## config.mk

```make
export PLATFORM = sky130hd
export DESIGN_NAME = uart_tx_param
export DESIGN_NICKNAME = d
export VERILOG_FILES = /design/src/rtl/uart_tx_param.sv
export SDC_FILE = /design/constraint.sdc
export NUM_CORES = 1
export LEC_CHECK = 0
export CAP_MARGIN = 20
export CORE_MARGIN = 3
export CORE_UTILIZATION = 55
export DETAILED_ROUTE_END_ITERATION = 10
export PLACE_DENSITY = 0.84
export SLEW_MARGIN = 15
export SYNTH_ARGS = -nofsm -noshare
export SYNTH_HDL_FRONTEND = slang
export SYNTH_SLANG_ARGS = --single-unit
```

## constraint.sdc

```tcl
create_clock -name CLK -period 3.3 [get_ports CLK]
set_clock_uncertainty 0.15 [all_clocks]
set_input_delay 0.99 -clock CLK [delete_from_list [all_inputs] [get_ports CLK]]
set_output_delay 0.99 -clock CLK [all_outputs]
set_load 0.01 [all_outputs]
```

## src/rtl/uart_tx_param.sv

```systemverilog
`default_nettype none
// ============================================================================
//  Module   : uart_tx_param
//  Purpose  : Parametrised UART transmitter. Sends a DATA_WIDTH-bit word as
//             start bit, data bits LSB first, an optional parity bit, then one
//             or two stop bits. Each bit lasts CLKS_PER_BIT clocks. A one-entry
//             holding register lets the next word be queued during a frame,
//             so that frames can follow each other with no idle gap.
//  Params   : DATA_WIDTH   (5..9)  data bits per frame
//             CLKS_PER_BIT (>= 1)  clock cycles per serial bit
//  Ports    : CLK, RST (synchronous, active high)
//             Data_Valid, P_DATA                 producer side, with ready
//             parity_enable, parity_type (0 even / 1 odd), stop_two
//             ready       holding register empty
//             busy        frame in progress
//             frame_done  one-cycle pulse on the last cycle of the last stop bit
//             TX_OUT      serial line, idles high
//  Macro    : UART_TX_PARITY_EN builds the parity generator and PARITY state;
//             without it parity_enable/parity_type are ignored.
//  Revision : 1.0  initial release
// ============================================================================
module uart_tx_param #(
    parameter int DATA_WIDTH   = 8,
    parameter int CLKS_PER_BIT = 16
) (
    input  logic                  CLK,
    input  logic                  RST,
    input  logic                  Data_Valid,
    input  logic [DATA_WIDTH-1:0] P_DATA,
    input  logic                  parity_enable,
    input  logic                  parity_type,
    input  logic                  stop_two,
    output logic                  ready,
    output logic                  busy,
    output logic                  frame_done,
    output logic                  TX_OUT
);

    localparam int                 c_CNT_W     = (CLKS_PER_BIT > 1) ? $clog2(CLKS_PER_BIT) : 1;
    localparam logic [c_CNT_W-1:0] c_BAUD_LAST = c_CNT_W'(CLKS_PER_BIT - 1);
    localparam logic [3:0]         c_DATA_LAST = 4'(DATA_WIDTH - 1);

    typedef enum logic [2:0] {
        S_IDLE   = 3'd0,
        S_START  = 3'd1,
        S_DATA   = 3'd2,
        S_STOP   = 3'd3
`ifdef UART_TX_PARITY_EN
        , S_PARITY = 3'd4
`endif
    } state_t;

    state_t                  state_q, state_d;
    logic [c_CNT_W-1:0]      baud_q, baud_d;
    logic [3:0]              bit_q, bit_d;        // data bit index, or stop bit index
    logic [DATA_WIDTH-1:0]   shift_q, shift_d;
    logic                    frm_stop2_q, frm_stop2_d;
    logic                    hold_full_q, hold_full_d;
    logic [DATA_WIDTH-1:0]   hold_data_q, hold_data_d;
    logic                    hold_stop2_q, hold_stop2_d;
    logic                    tx_q, tx_d;
    logic                    busy_q, busy_d;
    logic                    done_q, done_d;
    logic                    ready_q, ready_d;
`ifdef UART_TX_PARITY_EN
    logic                    hold_par_en_q, hold_par_en_d;
    logic                    hold_par_bit_q, hold_par_bit_d;
    logic                    frm_par_en_q, frm_par_en_d;
    logic                    frm_par_bit_q, frm_par_bit_d;
`else
    logic                    w_unused_parity;
    assign w_unused_parity = parity_enable ^ parity_type;
`endif

    logic w_bit_end;
    logic w_load;

    always_comb begin
        state_d      = state_q;
        baud_d       = baud_q;
        bit_d        = bit_q;
        shift_d      = shift_q;
        frm_stop2_d  = frm_stop2_q;
        hold_full_d  = hold_full_q;
        hold_data_d  = hold_data_q;
        hold_stop2_d = hold_stop2_q;
`ifdef UART_TX_PARITY_EN
        hold_par_en_d  = hold_par_en_q;
        hold_par_bit_d = hold_par_bit_q;
        frm_par_en_d   = frm_par_en_q;
        frm_par_bit_d  = frm_par_bit_q;
`endif
        w_bit_end = (baud_q == c_BAUD_LAST);
        w_load    = 1'b0;

        case (state_q)
            S_IDLE: begin
                w_load = hold_full_q;
            end
            S_START: begin
                if (w_bit_end) begin
                    state_d = S_DATA;
                    baud_d  = '0;
                    bit_d   = 4'd0;
                end else begin
                    baud_d = baud_q + 1'b1;
                end
            end
            S_DATA: begin
                if (w_bit_end) begin
                    shift_d = shift_q >> 1;
                    baud_d  = '0;
                    if (bit_q == c_DATA_LAST) begin
                        bit_d = 4'd0;
`ifdef UART_TX_PARITY_EN
                        state_d = frm_par_en_q ? S_PARITY : S_STOP;
`else
                        state_d = S_STOP;
`endif
                    end else begin
                        bit_d = bit_q + 4'd1;
                    end
                end else begin
                    baud_d = baud_q + 1'b1;
                end
            end
`ifdef UART_TX_PARITY_EN
            S_PARITY: begin
                if (w_bit_end) begin
                    state_d = S_STOP;
                    baud_d  = '0;
                    bit_d   = 4'd0;
                end else begin
                    baud_d = baud_q + 1'b1;
                end
            end
`endif
            S_STOP: begin
                if (w_bit_end) begin
                    baud_d = '0;
                    if (frm_stop2_q && (bit_q == 4'd0)) begin
                        bit_d = 4'd1;
                    end else if (hold_full_q) begin
                        // Next word already waiting: start bit follows with no gap.
                        w_load = 1'b1;
                    end else begin
                        state_d = S_IDLE;
                        bit_d   = 4'd0;
                    end
                end else begin
                    baud_d = baud_q + 1'b1;
                end
            end
            default: begin
                state_d = S_IDLE;
                baud_d  = '0;
                bit_d   = 4'd0;
            end
        endcase

        // Move the held word (and its frame options) into the shifter.
        if (w_load) begin
            state_d     = S_START;
            baud_d      = '0;
            bit_d       = 4'd0;
            shift_d     = hold_data_q;
            frm_stop2_d = hold_stop2_q;
            hold_full_d = 1'b0;
`ifdef UART_TX_PARITY_EN
            frm_par_en_d  = hold_par_en_q;
            frm_par_bit_d = hold_par_bit_q;
`endif
        end

        // Acceptance needs an empty holding register, so it never collides
        // with a load in the same cycle.
        if (Data_Valid && ready_q) begin
            hold_full_d  = 1'b1;
            hold_data_d  = P_DATA;
            hold_stop2_d = stop_two;
`ifdef UART_TX_PARITY_EN
            hold_par_en_d  = parity_enable;
            hold_par_bit_d = parity_type ? ~^P_DATA : ^P_DATA;
`endif
        end

        // Outputs are derived from next-state values so they can be registered
        // without adding a cycle of lag to the line.
        case (state_d)
            S_START:  tx_d = 1'b0;
            S_DATA:   tx_d = shift_d[0];
`ifdef UART_TX_PARITY_EN
            S_PARITY: tx_d = frm_par_bit_d;
`endif
            default:  tx_d = 1'b1;
        endcase
        busy_d  = (state_d != S_IDLE);
        ready_d = ~hold_full_d;
        done_d  = (state_d == S_STOP) && (baud_d == c_BAUD_LAST) &&
                  (!frm_stop2_d || (bit_d == 4'd1));
    end

    always_ff @(posedge CLK) begin
        if (RST) begin
            state_q      <= S_IDLE;
            baud_q       <= '0;
            bit_q        <= 4'd0;
            shift_q      <= '0;
            frm_stop2_q  <= 1'b0;
            hold_full_q  <= 1'b0;
            hold_data_q  <= '0;
            hold_stop2_q <= 1'b0;
            tx_q         <= 1'b1;
            busy_q       <= 1'b0;
            done_q       <= 1'b0;
            ready_q      <= 1'b1;
`ifdef UART_TX_PARITY_EN
            hold_par_en_q  <= 1'b0;
            hold_par_bit_q <= 1'b0;
            frm_par_en_q   <= 1'b0;
            frm_par_bit_q  <= 1'b0;
`endif
        end else begin
            state_q      <= state_d;
            baud_q       <= baud_d;
            bit_q        <= bit_d;
            shift_q      <= shift_d;
            frm_stop2_q  <= frm_stop2_d;
            hold_full_q  <= hold_full_d;
            hold_data_q  <= hold_data_d;
            hold_stop2_q <= hold_stop2_d;
            tx_q         <= tx_d;
            busy_q       <= busy_d;
            done_q       <= done_d;
            ready_q      <= ready_d;
`ifdef UART_TX_PARITY_EN
            hold_par_en_q  <= hold_par_en_d;
            hold_par_bit_q <= hold_par_bit_d;
            frm_par_en_q   <= frm_par_en_d;
            frm_par_bit_q  <= frm_par_bit_d;
`endif
        end
    end

    assign TX_OUT     = tx_q;
    assign busy       = busy_q;
    assign frame_done = done_q;
    assign ready      = ready_q;

endmodule
`default_nettype wire
```

Yosys cells after proc, flatten, opt, wreduce, memory -nomap -nowiden
Index checks and enable logic that the tools add are counted.
- output and inout bits: 4
- register bits: 34
- input bits: 14
- logic and storage cells: 69
- reductions and logical operators: 13
- equality and inequality tests: 10
- bitwise operators: 1
- add/sub/neg operators: 2
- muxes and demuxes: 30
- operators with widths (kind ; number):
    4-bit 2-to-1 mux ; 9
    8-bit 2-to-1 mux ; 3
    3-bit 2-to-1 mux ; 7
    4-bit one-hot mux with 4 select lines ; 1
    3-bit by 2-bit equality test with 1-bit output (second input constant) ; 4
    3-bit one-hot mux with 4 select lines ; 1
    4-bit by 1-bit adder with 4-bit output (second input constant) ; 2
    4-bit equality test (second input constant) ; 2
    4-bit one-hot mux with 2 select lines ; 1
    3-bit by 1-bit equality test with 1-bit output (second input constant) ; 2
    1-bit 2-to-1 mux ; 6
    4-bit by 1-bit equality test with 1-bit output (second input constant) ; 1
    4-bit by 3-bit equality test with 1-bit output (second input constant) ; 1
    1-bit logical AND ; 4
    4-bit logical NOT ; 1
    1-bit one-hot mux with 2 select lines ; 2
    2-bit nonzero test ; 2
    3-bit logical NOT ; 1
    3-bit nonzero test ; 1
    3-bit OR reduction ; 1
    2-bit AND reduction ; 1
    1-bit logical NOT ; 1
    1-bit logical OR ; 1
    1-bit inverter ; 1

Logic depth before layout (Yosys ltp)
- depth after elaboration: 9
- gate-level depth with buffers: 10
- mapped depth without buffers: 8

Least setup slack after synthesis
No wires, ideal clock.
- path kind: input to register
- from: in RST
- to: reg done_q (netlist: frame_done)
- slack: 0.753 ns
- arrival time: 2.317 ns
- library setup time: 0.079 ns
- data required time: 3.071 ns
- stages: 5
- path through: clkbuf_1 or3_1 buf_6 or4_4 a211oi_2
- RTL lines (what ; RTL line ; RTL):
    from (decl) ; 27 ; input logic RST,
    to (signal assigned) ; 234 ; done_q <= done_d;
    to (decl) ; 63 ; logic done_q, done_d;

Final worst setup path
- from: reg baud_q[0]
- to: reg done_q (netlist: frame_done)
- longest elaborated chain between the ends: 7
- elaborated cells between the ends (all ways): 25
- RTL lines (what ; RTL line ; RTL):
    from (decl) ; 54 ; logic [c_CNT_W-1:0] baud_q, baud_d;
    from (signal assigned) ; 225 ; baud_q <= baud_d;
    4-bit by 1-bit adder with 4-bit output / 4-bit equality test (equally long branches) ; -- ;
    4-bit 2-to-1 mux, or another cell as far along ; 101, 110, 139 ;
    4-bit one-hot mux with 2 select lines, or another cell as far along ; 96 ; case (state_q)
    4-bit 2-to-1 mux, or another cell as far along ; 162 ; if (w_load) begin
    4-bit equality test, or another cell as far along ; 199 ; done_d = (state_d == S_STOP) && (baud_d == c_BAUD_LAST) &&
    1-bit logical AND / 1-bit logical OR (equally long branches) ; 199, 200 ;
    1-bit logical AND (*) ; 199 ;
Every way passes the cells marked *; elsewhere a longest branch is shown, timed or not.
A chain may end at the register's enable or synchronous reset.

==> flow_metrics.tcl <==
set metrics [dict create \
    status "completed" \
    r2r_slack_ns 0.66 \
    grt_max_degree 25 \
    worstHoldEndpoint "hold_stop2_q" \
    worstSetupStartpointType "flop" \
    timing.rr.end "frame_done" \
    fin_area_sq_mm 0.001922 \
    syn_area_sq_mm 0.001669 \
    highest_layer "met4" \
    drc 0 \
    ys_async_sr_fraction_pct 0 \
    r2r_cells 7 \
    grt_pass1_vias 1344 \
    placed_cells 240 \
    ir_drop_uv 345.0 \
    final_cell_mix "35 x nand2_1, 34 x dfxtp_1, 22 x nor2_1" \
    final_cells 248 \
    cts_tree "built" \
    fin_setup_tns_ns 0 \
    place_area_sq_mm 0.001810 \
    setup_viol 0 \
    max_freq_mhz 379.0 \
    gp_congestion 0.9099 \
    dp_hpwl_um 2570 \
    drt-initial-drc-count 68 \
    cts-root-buf "clkbuf_4" \
    cts_buffers 5 \
    ctsLongestPathBuffers 2 \
    io_pins 18 \
    final_common_cell "nand2_1" \
    slew_viol_final 0 \
    drive_gt1_share_pct 10.60 \
    finalCritPeriodShare_pct 79.95 \
    timing.rr.start "baud_q[0]" \
    grt_usage_pct 21.18 \
    cts.hold.buffers_added 0 \
    hold_path.startpoint "hold_stop2_q" \
    holdPathStages 2 \
    synth_edf_count 0 \
    required_ns 3.41 \
    synthCells 205 \
    overflow 0 \
    post-route-util_pct 67.93 \
    syn_avg_cell_area_sq_um 8.142 \
    fin_crit_ns 2.638 \
    vias_per_cell 6.048 \
    wl_per_cell_um 14.57 \
    critPathKind "reg2reg" \
    drv_cap 0 \
    clkTransAtPathRegs_ns 0.10 \
    ys_types 50 \
    ys_ff_latch 34 \
    die_w_um 61.09 \
    yosysTopAreaCell "dfxtp_1" \
    start_util_pct 59.00 \
    rows 19 \
    via_count 1500 \
    yosys.area.top_type_share_pct 40.78 \
    hold_viol_final 0 \
    crit_fanout 9 \
    endpoint_kind "flop" \
    drt-total-wl_um 3614 \
    antenna_cells 0 \
    hold_path.class "reg2reg" \
    arrival_ns 2.75 \
    nNetsFinal 233 \
    die_h_um 61.09 \
    syn_nets 222 \
    dr_wl_met3_um 261 \
    dr_wl_met2_um 1781 \
    post_cts_buffers 0 \
    grt_pass1_wl_um 5816 \
    pre_cts_slack_ns 0.3600 \
    syn_to_final_growth_pct 15.14 \
    ys_top_cells_by_area "dfxtp_1 41%, nand2_1 7.9%, a21oi_1 5.1%, nor2_1 4.9%, nand3_1 3.9%" \
    io_buffers 15 \
    yosysSeqAreaShare_pct 40.78 \
    ant_nets 0 \
    insertion_delay_ns 0.33 \
    wl_met1_um 1529 \
    synthFlopType "dfxtp_1" \
    cts-htree-levels 2 \
    core_sq_mm 0.002829 \
    drt_first_pass_iters 5 \
    leakage_uw 0.0006895 \
    cts_resized 0 \
    clock_sinks 34 \
    die_area_sq_mm 0.003732 \
    ys_warn_count 0 \
    fin_ws_ns 0.6618 \
    rsz0062_at_grt "no" \
    p_per_area_mw_per_mm2 471.0 \
    antenna_found_initial 0 \
]
==> kinds of logic (layout without fill, tap and decap cells) <==
| kind of cell | after synthesis | count (layout) | share of synthesized area [%] |
|---|---|---|---|
| other | 1 | 1 | 0.2247 |
| buffers and inverters | 18 | 30 | 5.097 |
| xor gates and xnor gates | 2 | 2 | 1.050 |
| DFF | 34 | 34 | 40.78 |
| AOI/OAI and AO/OA | 48 | 48 | 20.09 |
| muxes | 2 | 2 | 1.274 |
| adders and majority gates | 4 | 4 | 2.849 |
| and+or+nand+nor | 96 | 96 | 28.64 |
==> flip-flops by register name (all words and copies together) (netlist names) <==
| register | count |
|---|---|
| busy | 1 |
| hold_data_q | 8 |
| frm_stop2_q | 1 |
| shift_q | 8 |
| ready | 1 |
| hold_stop2_q | 1 |
| bit_q | 4 |
| TX_OUT | 1 |
| hold_full_q | 1 |
| baud_q | 4 |
| frame_done | 1 |
| state_q | 3 |
==> critical path, stage by stage, from the launching register on <==
cell      delay (ns)
dfxtp_1         0.37
ha_1            0.29
and3_1          0.25
a31oi_4         0.19
nor2b_2         0.07
or3_1           0.48
or4_4           0.58
a211oi_2        0.20
==> where the power goes <==
part | total [uW] | internal [uW] | switching (uW)
logic | 71.0 | 34.3 | 36.7
registers | 439 | 427 | 12.7
clock network | 395 | 257 | 138
total | 905 | 718 | 188
==> worst max path at each step <==
stage | startpoint | end | slack (ns) | depth (start not counted)
finish | baud_q[0] | frame_done | 0.66 | 7
global route | baud_q[0] | frame_done | 0.55 | 7
CTS | bit_q[0] | frame_done | 0.68 | 8
detailed placement | RST | frame_done | 0.36 | 4
global placement | RST | frame_done | 0.39 | 4
floorplan | RST | frame_done | 0.75 | 5
==> routing by layer <==
metal / up-vias / GRT usage (%)
met5: - / 0
met4: 0 / 6.502
met3: 7 / 7.547
met2: 57 / 34.59
met1: 693 / 26.21
li1: 743 / -
==> synth_stat cells (2+ instances only) <==
library cell and n:
nand2_1 35, dfxtp_1 34, nor2_1 22, a21oi_1 17
nand3_1 13, clkbuf_1 9, a311oi_1 6, o21ai_0 5
inv_1 4, nor3_1 4, or3_1 4, ha_1 3
nor2b_1 3, o22ai_1 3, a21o_1 2, a22oi_1 2
and3_1 2, buf_2 2, buf_6 2, o21a_1 2
o21bai_1 2
==> final cells by class <==
| class | count | area (sq um) |
|---|---|---|
| flip-flops and latches | 34 | 680.7 |
| clock buffers | 6 | 51.30 |
| inverters | 4 | 15.01 |
| fillers | 217 | 907.1 |
| multi-input cells | 153 | 903.4 |
| well taps | 31 | 38.79 |
| repair buffers | 18 | 172.7 |
| clock inverters | 2 | 60.06 |
==> per-stage QoR <==
step | hold slack (ns) | total power, uW
CTS | 0.3211 | 908.4
finish | 0.3163 | 905.3
floorplan | 0.2838 | 491.0
global route | 0.3518 | 944.1
detailed placement | 0.3044 | 518.2
global placement | 0.2942 | 514.7
(Power assumes the default switching activity.)
